### src/rtl/counter_pkg.sv
// Shared definitions for the mod-N up/down counter family.
// Mode encodings and the default count-width helper.
package counter_pkg;

  localparam logic CNT_MODE_WRAP = 1'b0;
  localparam logic CNT_MODE_SAT  = 1'b1;

  function automatic int cnt_width(input int n);
    int w;
    w = $clog2(n);
    return (w < 1) ? 1 : w;
  endfunction

endpackage

### src/rtl/modn_updown_counter_gen_if.sv
// Control/status bundle of one counter digit.
// master drives strobes, slave is the counter.
interface modn_updown_counter_gen_if #(
  parameter int W       = 4,
  parameter int EPOCH_W = 8
);
  logic               clr;
  logic               load;
  logic [W-1:0]       load_val;
  logic               en;
  logic               up;
  logic               sat_mode;
  logic [W-1:0]       count;
  logic [EPOCH_W-1:0] epoch;
  logic               at_max;
  logic               at_min;
  logic               carry;
  logic               borrow;
  logic               sat_hit;
  logic               load_err;
  logic               cascade_out;

  modport master (
    output clr, load, load_val,
    output en, up, sat_mode,
    input  count, epoch,
    input  at_max, at_min,
    input  carry, borrow,
    input  sat_hit, load_err,
    input  cascade_out
  );

  modport slave (
    input  clr, load, load_val,
    input  en, up, sat_mode,
    output count, epoch,
    output at_max, at_min,
    output carry, borrow,
    output sat_hit, load_err,
    output cascade_out
  );
endinterface

### src/rtl/modn_next_val.sv
// Combinational single-step next value for a mod-N counter.
// Works in W+1 bits so N-1+1 never aliases when N == 2^W.
module modn_next_val
  import counter_pkg::*;
#(
  parameter int N = 10,
  parameter int W = cnt_width(N)
) (
  input  logic [W-1:0] count,
  input  logic         up,
  input  logic         sat_mode,
  output logic [W-1:0] nxt,
  output logic         wrap_up,
  output logic         wrap_dn,
  output logic         sat
);

  localparam logic [W:0] MAXV = (W+1)'(N - 1);

  logic [W:0] cnt_x;
  logic [W:0] inc_x;
  logic [W:0] dec_x;
  logic       at_top;
  logic       at_bot;
  logic       is_sat;

  assign cnt_x  = {1'b0, count};
  assign inc_x  = cnt_x + 1'b1;
  assign dec_x  = cnt_x - 1'b1;
  assign at_top = (cnt_x == MAXV);
  assign at_bot = (cnt_x == '0);
  assign is_sat = (sat_mode == CNT_MODE_SAT);

  always_comb begin
    nxt     = count;
    wrap_up = 1'b0;
    wrap_dn = 1'b0;
    sat     = 1'b0;
    unique case (1'b1)
      up && !at_top:
        nxt = inc_x[W-1:0];
      up && at_top && !is_sat: begin
        nxt     = '0;
        wrap_up = 1'b1;
      end
      up && at_top && is_sat:
        sat = 1'b1;
      !up && !at_bot:
        nxt = dec_x[W-1:0];
      !up && at_bot && !is_sat: begin
        nxt     = MAXV[W-1:0];
        wrap_dn = 1'b1;
      end
      !up && at_bot && is_sat:
        sat = 1'b1;
    endcase
  end

endmodule

### src/rtl/modn_updown_counter_gen.sv
// Mod-N up/down counter: load, clear, wrap/saturate,
// carry/borrow pulses and a signed-wrap epoch counter.
module modn_updown_counter_gen
  import counter_pkg::*;
#(
  parameter int N       = 10,
  parameter int W       = cnt_width(N),
  parameter int EPOCH_W = 8
) (
  input logic clk,
  input logic arst,
  modn_updown_counter_gen_if.slave bus
);

  localparam logic [W-1:0] MAXC = W'(N - 1);
  localparam logic [W:0]   NX   = (W+1)'(N);

  logic [W-1:0]       count_q,  count_d;
  logic [EPOCH_W-1:0] epoch_q,  epoch_d;
  logic               carry_q,  carry_d;
  logic               borrow_q, borrow_d;
  logic               sat_q,    sat_d;
  logic               lerr_q,   lerr_d;

  logic [W-1:0] step_val;
  logic         wrap_up;
  logic         wrap_dn;
  logic         step_sat;
  logic         at_max;
  logic         at_min;
  logic         lv_bad;

  modn_next_val #(.N(N), .W(W)) u_next (
    .count    (count_q),
    .up       (bus.up),
    .sat_mode (bus.sat_mode),
    .nxt      (step_val),
    .wrap_up  (wrap_up),
    .wrap_dn  (wrap_dn),
    .sat      (step_sat)
  );

  assign lv_bad = ({1'b0, bus.load_val} >= NX);

  // clr > load > en > hold; arst is applied in the register block
  always_comb begin
    count_d  = count_q;
    epoch_d  = epoch_q;
    carry_d  = 1'b0;
    borrow_d = 1'b0;
    sat_d    = 1'b0;
    lerr_d   = 1'b0;
    if (bus.clr) begin
      count_d = '0;
    end else if (bus.load) begin
      count_d = lv_bad ? MAXC : bus.load_val;
      lerr_d  = lv_bad;
    end else if (bus.en) begin
      count_d  = step_val;
      carry_d  = wrap_up;
      borrow_d = wrap_dn;
      sat_d    = step_sat;
      if (wrap_up) epoch_d = epoch_q + 1'b1;
      if (wrap_dn) epoch_d = epoch_q - 1'b1;
    end
  end

  always_ff @(posedge clk) begin
    if (arst) begin
      count_q  <= '0;
      epoch_q  <= '0;
      carry_q  <= 1'b0;
      borrow_q <= 1'b0;
      sat_q    <= 1'b0;
      lerr_q   <= 1'b0;
    end else begin
      count_q  <= count_d;
      epoch_q  <= epoch_d;
      carry_q  <= carry_d;
      borrow_q <= borrow_d;
      sat_q    <= sat_d;
      lerr_q   <= lerr_d;
    end
  end

  assign at_max = (count_q == MAXC);
  assign at_min = (count_q == '0);

  assign bus.count       = count_q;
  assign bus.epoch       = epoch_q;
  assign bus.at_max      = at_max;
  assign bus.at_min      = at_min;
  assign bus.carry       = carry_q;
  assign bus.borrow      = borrow_q;
  assign bus.sat_hit     = sat_q;
  assign bus.load_err    = lerr_q;
  assign bus.cascade_out = bus.en & (bus.up ? at_max : at_min)
                         & ~bus.sat_mode;

endmodule

### src/flat_wrapper.sv
// flat-port wrapper written by rule: the top's interface ports become plain ports
module modn_updown_counter_gen_flat import counter_pkg::*;
#(
  parameter int N       = 10,
  parameter int W       = cnt_width(N),
  parameter int EPOCH_W = 8
)
  (clk, arst, bus_clr, bus_load, bus_load_val, bus_en, bus_up, bus_sat_mode, bus_count, bus_epoch, bus_at_max, bus_at_min, bus_carry, bus_borrow, bus_sat_hit, bus_load_err, bus_cascade_out);
  modn_updown_counter_gen_if #(.W(W), .EPOCH_W(EPOCH_W)) bus_i ();
  input logic clk;
  input logic arst;
  input wire logic [$bits(bus_i.clr)-1:0] bus_clr;
  input wire logic [$bits(bus_i.load)-1:0] bus_load;
  input wire logic [$bits(bus_i.load_val)-1:0] bus_load_val;
  input wire logic [$bits(bus_i.en)-1:0] bus_en;
  input wire logic [$bits(bus_i.up)-1:0] bus_up;
  input wire logic [$bits(bus_i.sat_mode)-1:0] bus_sat_mode;
  output wire logic [$bits(bus_i.count)-1:0] bus_count;
  output wire logic [$bits(bus_i.epoch)-1:0] bus_epoch;
  output wire logic [$bits(bus_i.at_max)-1:0] bus_at_max;
  output wire logic [$bits(bus_i.at_min)-1:0] bus_at_min;
  output wire logic [$bits(bus_i.carry)-1:0] bus_carry;
  output wire logic [$bits(bus_i.borrow)-1:0] bus_borrow;
  output wire logic [$bits(bus_i.sat_hit)-1:0] bus_sat_hit;
  output wire logic [$bits(bus_i.load_err)-1:0] bus_load_err;
  output wire logic [$bits(bus_i.cascade_out)-1:0] bus_cascade_out;
  assign bus_i.clr = bus_clr;
  assign bus_i.load = bus_load;
  assign bus_i.load_val = bus_load_val;
  assign bus_i.en = bus_en;
  assign bus_i.up = bus_up;
  assign bus_i.sat_mode = bus_sat_mode;
  assign bus_count = bus_i.count;
  assign bus_epoch = bus_i.epoch;
  assign bus_at_max = bus_i.at_max;
  assign bus_at_min = bus_i.at_min;
  assign bus_carry = bus_i.carry;
  assign bus_borrow = bus_i.borrow;
  assign bus_sat_hit = bus_i.sat_hit;
  assign bus_load_err = bus_i.load_err;
  assign bus_cascade_out = bus_i.cascade_out;
  modn_updown_counter_gen #(.N(N), .W(W), .EPOCH_W(EPOCH_W)) u_core (.clk(clk), .arst(arst), .bus(bus_i));
endmodule
### config.mk
export PLATFORM = sky130hd
export DESIGN_NAME = modn_updown_counter_gen_flat
export DESIGN_NICKNAME = d
export VERILOG_FILES = /design/src/rtl/counter_pkg.sv /design/src/rtl/modn_updown_counter_gen_if.sv /design/src/rtl/modn_next_val.sv /design/src/rtl/modn_updown_counter_gen.sv /design/src/flat_wrapper.sv
export SDC_FILE = /design/constraint.sdc
export NUM_CORES = 1
export LEC_CHECK = 0
export BUFFER_PORTS_ARGS = -buffer_cell sky130_fd_sc_hd__buf_2
export CAP_MARGIN = 20
export CORE_MARGIN = 1.5
export CORE_UTILIZATION = 30
export DETAILED_ROUTE_END_ITERATION = 12
export PLACE_DENSITY = 0.54
export SLEW_MARGIN = 20
export SYNTH_ARGS = -nofsm -noshare
export SYNTH_HDL_FRONTEND = slang
export SYNTH_HIERARCHICAL = 1
export SYNTH_SLANG_ARGS = --single-unit
export TNS_END_PERCENT = 5
### constraint.sdc
create_clock -name clk -period 4.5 [get_ports clk]
set_clock_uncertainty 0.15 [all_clocks]
set_input_delay 0.225 -clock clk [delete_from_list [all_inputs] [get_ports clk]]
set_output_delay 0.225 -clock clk [all_outputs]
set_load 0.05 [all_outputs]
### After elaboration in Yosys (flattened, before gate mapping)

Cells that the tools add are included.
Widths: inputs -> output; s select.

| operators by class | value |
|---|---|
| $add $sub $neg | 4 |
| order comparisons | 1 |
| eq/ne operators | 1 |
| mux-type cells | 10 |
| bitwise gates (word level) | 6 |
| reductions and logical operators | 23 |

Operators with widths:

| kind | number |
|---|---|
| $mux 8 | 2 |
| $pmux 4 s4 | 1 |
| $mux 4 | 3 |
| $add 8x1->8 const B | 1 |
| $logic_and 1x1->1 | 8 |
| $sub 8x1->8 const B | 1 |
| $logic_not 5->1 | 1 |
| $reduce_bool 5->1 | 1 |
| $add 4x1->4 const B | 1 |
| $eq 4x4->1 const B | 1 |
| $ge 4x4->1 const B | 1 |
| $logic_not 1->1 | 4 |
| $logic_not 4->1 | 1 |
| $mux 1 | 4 |
| $not 1->1 | 4 |
| $reduce_and 4->1 | 1 |
| $reduce_bool 2->1 | 2 |
| $reduce_or 2->1 | 2 |
| $reduce_or 4->1 | 1 |
| $sub 4x1->4 const B | 1 |
| $reduce_or 3->1 | 1 |
| $and 1x1->1 | 2 |
| $reduce_and 2->1 | 1 |

| storage, ports and cells | value |
|---|---|
| register bits | 16 |
| bits of input ports | 11 |
| output and inout bits | 19 |
| logic and storage cells | 51 |

### Depth between registers and ports, before layout

| logic depth | value |
|---|---|
| depth in word-level cells | 6 |
| depth in mapped cells | 12 |
| mapped depth without buffers | 11 |

### Cells and area by module

Netlist, hierarchy kept.

Modules (own cells, without submodules):

| module | times used | cells an instance | area each (sq um) | sequential area each (sq um) |
|---|---|---|---|---|
| modn_updown_counter_gen | 1 | 127 | 1046.0 | 320.3 |
| modn_next_val | 1 | 45 | 290.3 | 0.0 |

### Worst setup path before layout

No wires, ideal clock.

| path | value |
|---|---|
| path type | register to register |
| start | register u_core.count_q[0] (netlist: u_core/bus.count[0]) |
| end | register u_core.epoch_q[5] (netlist: u_core/bus.epoch[5]) |
| library setup time | 0.061 ns |
| data arrival time | 3.195 ns |
| data required time | 4.289 ns |
| path slack | 1.094 ns |
| stages on the path, launching flop included | 11 |
| buffers on the path | 1 |
| cell sequence | dfxtp_1 buf_4 nor2_1 nand2_1 nor4_1 ha_1 a211oi_1 o21bai_2 a2111oi_0 a31oi_1 nand2_1 |

| on the way | value |
|---|---|
| longest elaborated chain between the ends | 6 |
| elaborated cells between the ends (all ways) | 11 |
| those cells by class | eq/ne (1); mux (3); reduce/logical (7) |

Ends and longest elaborated chain:

| item | RTL line | text |
|---|---|---|
| start, declared | modn_updown_counter_gen.sv:18 | `logic [W-1:0] count_q, count_d;` |
| start signal, assigned | modn_updown_counter_gen.sv:77 | `count_q <= count_d;` |
| $logic_not 5->1 * | modn_next_val.sv:31 | `assign at_bot = (cnt_x == '0);` |
| $logic_and 1x1->1 * (2 in series) | modn_next_val.sv:50 | `!up && at_bot && !is_sat: begin` |
| $mux 1 * | modn_next_val.sv:39 | `unique case (1'b1)` |
| via u_core.wrap_dn | modn_updown_counter_gen.sv:27 | `logic wrap_dn;` |
| $reduce_bool 2->1 (no line) | n/a |  |
| $reduce_and 4->1 (no line) | n/a |  |
| end signal, assigned | modn_updown_counter_gen.sv:78 | `epoch_q <= epoch_d;` |
| end, declared | modn_updown_counter_gen.sv:19 | `logic [EPOCH_W-1:0] epoch_q, epoch_d;` |

Mark *: on every way through the listed nets, which the timed path passes. The rest lies on a longest branch.
A chain may end at the register's enable or synchronous reset.

### Worst setup path after layout

Ends and elaborated chain as after synthesis.

==> results.json <==
{
  "fin_cells": 248,
  "slew_headroom_pct": 31.16,
  "critPathMaxStageDelay_ns": 0.77,
  "r2r_slack_ns": 1.30,
  "grtUsageTotal_pct": 13.80,
  "cp.arrival_ns": 3.25,
  "grtUsageMet1_pct": 18.36,
  "max_freq_ghz": 0.3124,
  "synth.avg_cell_area_um2": 7.769,
  "gr-total-overflow": 0,
  "grt_max_degree": 19,
  "grtUsageMet3_pct": 3.198,
  "drc": 0,
  "core_area_um2": 4324,
  "cts_buffers": 3,
  "num_antenna_cells": 0,
  "crit_slowest_cell": "nor4_2",
  "path_class": "flip-flop to flip-flop",
  "async_reset_ff_share_pct": 0,
  "clock_latency_ns": 0.25,
  "cts_setup_buffers": 0,
  "place_inst": 244,
  "p_leak_uw": 0.0006855,
  "power_density_nw_per_um2": 249.0,
  "fp.dieW_um": 69.74,
  "place.gp.congestion": 0.8271,
  "pre_cts_ws_ns": 1.322,
  "grt_util_met2_pct": 23.40,
  "syn_nets": 192,
  "yosys.cell_types.count": 49,
  "holdCritPathClass": "primary input to flip-flop",
  "finalSetupViolations": 0,
  "postCtsHoldBufs": 0,
  "wirelength_mm": 3.255,
  "slew_violations": 0,
  "synth_cells": 172,
  "cts_tree": "done",
  "clkTransAtPathRegs_ns": 0.07,
  "area_growth_pct": 15.17,
  "peakVddDrop_mv": 0.1342,
  "layout_commonest_cell": "buf_2",
  "status": "finished clean",
  "die_y_um": 69.74,
  "nNetsFinal": 217,
  "first_pass_iters": 4,
  "cts_sinks": 16,
  "routed_via_density": 5.383,
  "maxCapViolCount": 0,
  "drive_gt1_share_pct": 21.94,
  "grt.busiest_layer": "met2",
  "syn_area_um2": 1336,
  "grt_pass1_vias": 1236,
  "grt_antenna_before_repair": 0,
  "fin_ws_ns": 1.299,
  "dp_hpwl_mm": 2.346,
  "synth_edf_count": 0,
  "worstRegToRegCells": 9,
  "hold_viol": 0,
  "port_buffers": 29,
  "rsz0062_at_grt": "no",
  "dominantRegCellSynth": "dfxtp_1",
  "required_ns": 4.55,
  "row_count": 24,
  "h-tree-depth": 1,
  "grt_first_pass_wirelength_mm": 5.664,
  "ys_ff_latch": 16,
  "period_share_pct": 71.13,
  "dieArea_um2": 4864,
  "hold_depth": 2,
  "worst-slew-pin-transition_ns": 1.024,
  "path_common_cell": "nand2_1",
  "fin_setup_tns_ns": 0,
  "critPathMaxFanout": 18,
  "yosys_warnings": 6,
  "cts_root_buffer": "clkbuf_8",
  "ctsResizeCount": 0,
  "wl_per_cell_um": 13.13,
  "layout_min_cycle_time_ns": 3.201,
  "startpoint_type": "flip-flop",
  "io_pins": 30,
  "ant_nets": 0,
  "num_vias": 1335,
  "final_cell_mix": "29 x buf_2, 19 x nor2_1, 16 x dfxtp_1",
  "clockBufferDepth": 2,
  "endpoint_kind": "flip-flop",
  "drt_iter0_drc": 76,
  "yosysSeqAreaShare_pct": 23.97,
  "path_cells": "nor2_1 > nand2_1 > nor4_2 > ha_1 > a211oi_1 > o21bai_2 > a2111oi_0 > a31oi_1 > nand2_1",
  "initial_core_util_pct": 30.90
}
-- path summary, 6_finish.rpt --
| kind | startpoint | to |
|---|---|---|
| worst max-delay path | u_core/bus.count[0]$_SDFFE_PP0P_ | u_core/bus.epoch[5]$_SDFFE_PP0P_ |
| worst max register to register | u_core/bus.count[0]$_SDFFE_PP0P_ | u_core/bus.epoch[5]$_SDFFE_PP0P_ |
| worst min register to register | u_core/bus.epoch[4]$_SDFFE_PP0P_ | u_core/bus.epoch[4]$_SDFFE_PP0P_ |
| worst min-delay path | bus_clr | u_core/bus.count[2]$_SDFFE_PP0P_ |
-- layout make-up --
cell class / instances / area [um2]
tap: 52 / 65.06
fill: 471 / 2785
multi-input combinational: 137 / 915.9
inverter: 10 / 37.54
sequential: 16 / 320.3
timing repair buffer: 29 / 145.1
clock buffer: 4 / 55.05
-- report_power, final --
part | switching (uW) | leakage, uW | internal [uW] | total [uW]
clock | 51.1 | 0.0000288 | 77.6 | 129
combinational | 65.0 | 0.000527 | 33.1 | 98.1
sequential | 9.93 | 0.000130 | 146 | 156
total | 126 | 0.000686 | 257 | 383
-- stage by stage --
stage / utilization [%] / hold slack [ns] / area, um2 / power (uW)
finish: 35.59 / 0.08111 / 1539 / 383.2
global route: 35.59 / 0.08288 / 1539 / 405.4
CTS: 35.59 / 0.06964 / 1539 / 388.4
detailed placement: 34.32 / 0.3352 / 1484 / 256.8
global placement: 34.32 / 0.3268 / 1484 / 257.6
floorplan: - / 0.1535 / 1336 / 235.1
-- routing by layer --
layer / up-vias / share of wire (%)
met2: 36 / 46
met5: - / 0
met1: 603 / 49
li1: 692 / -
met4: 0 / 0.43
met3: 4 / 4.4
-- sequential cells by signal, indices dropped and copies added, names as in the netlist --
signal and cells:
u_core/bus.epoch 8, u_core/bus.count 4, u_core/bus.borrow 1, u_core/bus.carry 1, u_core/bus.load_err 1, u_core/bus.sat_hit 1
-- worst max-delay path: cells and delay by family (launching register included) --
family          cells  cell delay, ns
simple gates        4            1.13
compound gates      4            1.01
fa+ha+maj           1            0.40
flops               1            0.47
-- cell families (layout without fill, tap and decap cells) --
kind of cell	after synthesis	after routing	share of synthesized area, %
AOI/OAI and AO/OA	44	44	21.91
and+or+nand+nor	79	79	33.71
muxes	2	2	1.498
xor gates and xnor gates	3	3	1.967
DFF	16	16	23.97
adders and majority gates	9	9	8.989
buffers and inverters	19	43	7.959
-- cell usage after synthesis, types with 2 or more instances --
cell type | number | area, um2
nand2b_1 | 2 | 12.51
dfxtp_1 | 16 | 320.3
a21oi_1 | 11 | 55.05
nor3_1 | 10 | 50.05
nor2_1 | 19 | 71.32
a31oi_1 | 5 | 31.28
nor4b_1 | 2 | 17.52
o31ai_1 | 2 | 15.01
a211oi_1 | 6 | 45.04
mux2i_1 | 2 | 20.02
nor2b_1 | 5 | 31.28
and3_1 | 4 | 25.02
and2_1 | 2 | 12.51
xnor2_1 | 2 | 17.52
or3_1 | 3 | 18.77
nor4_1 | 6 | 37.54
o211ai_1 | 2 | 15.01
nor3_2 | 3 | 30.03
nand2_1 | 7 | 26.28
clkbuf_1 | 3 | 11.26
ha_1 | 8 | 100.1
nand3_1 | 6 | 30.03
inv_1 | 10 | 37.54
o21ai_0 | 8 | 40.04
buf_6 | 4 | 45.04
Note: power is estimated with default switching activity, not from simulation.
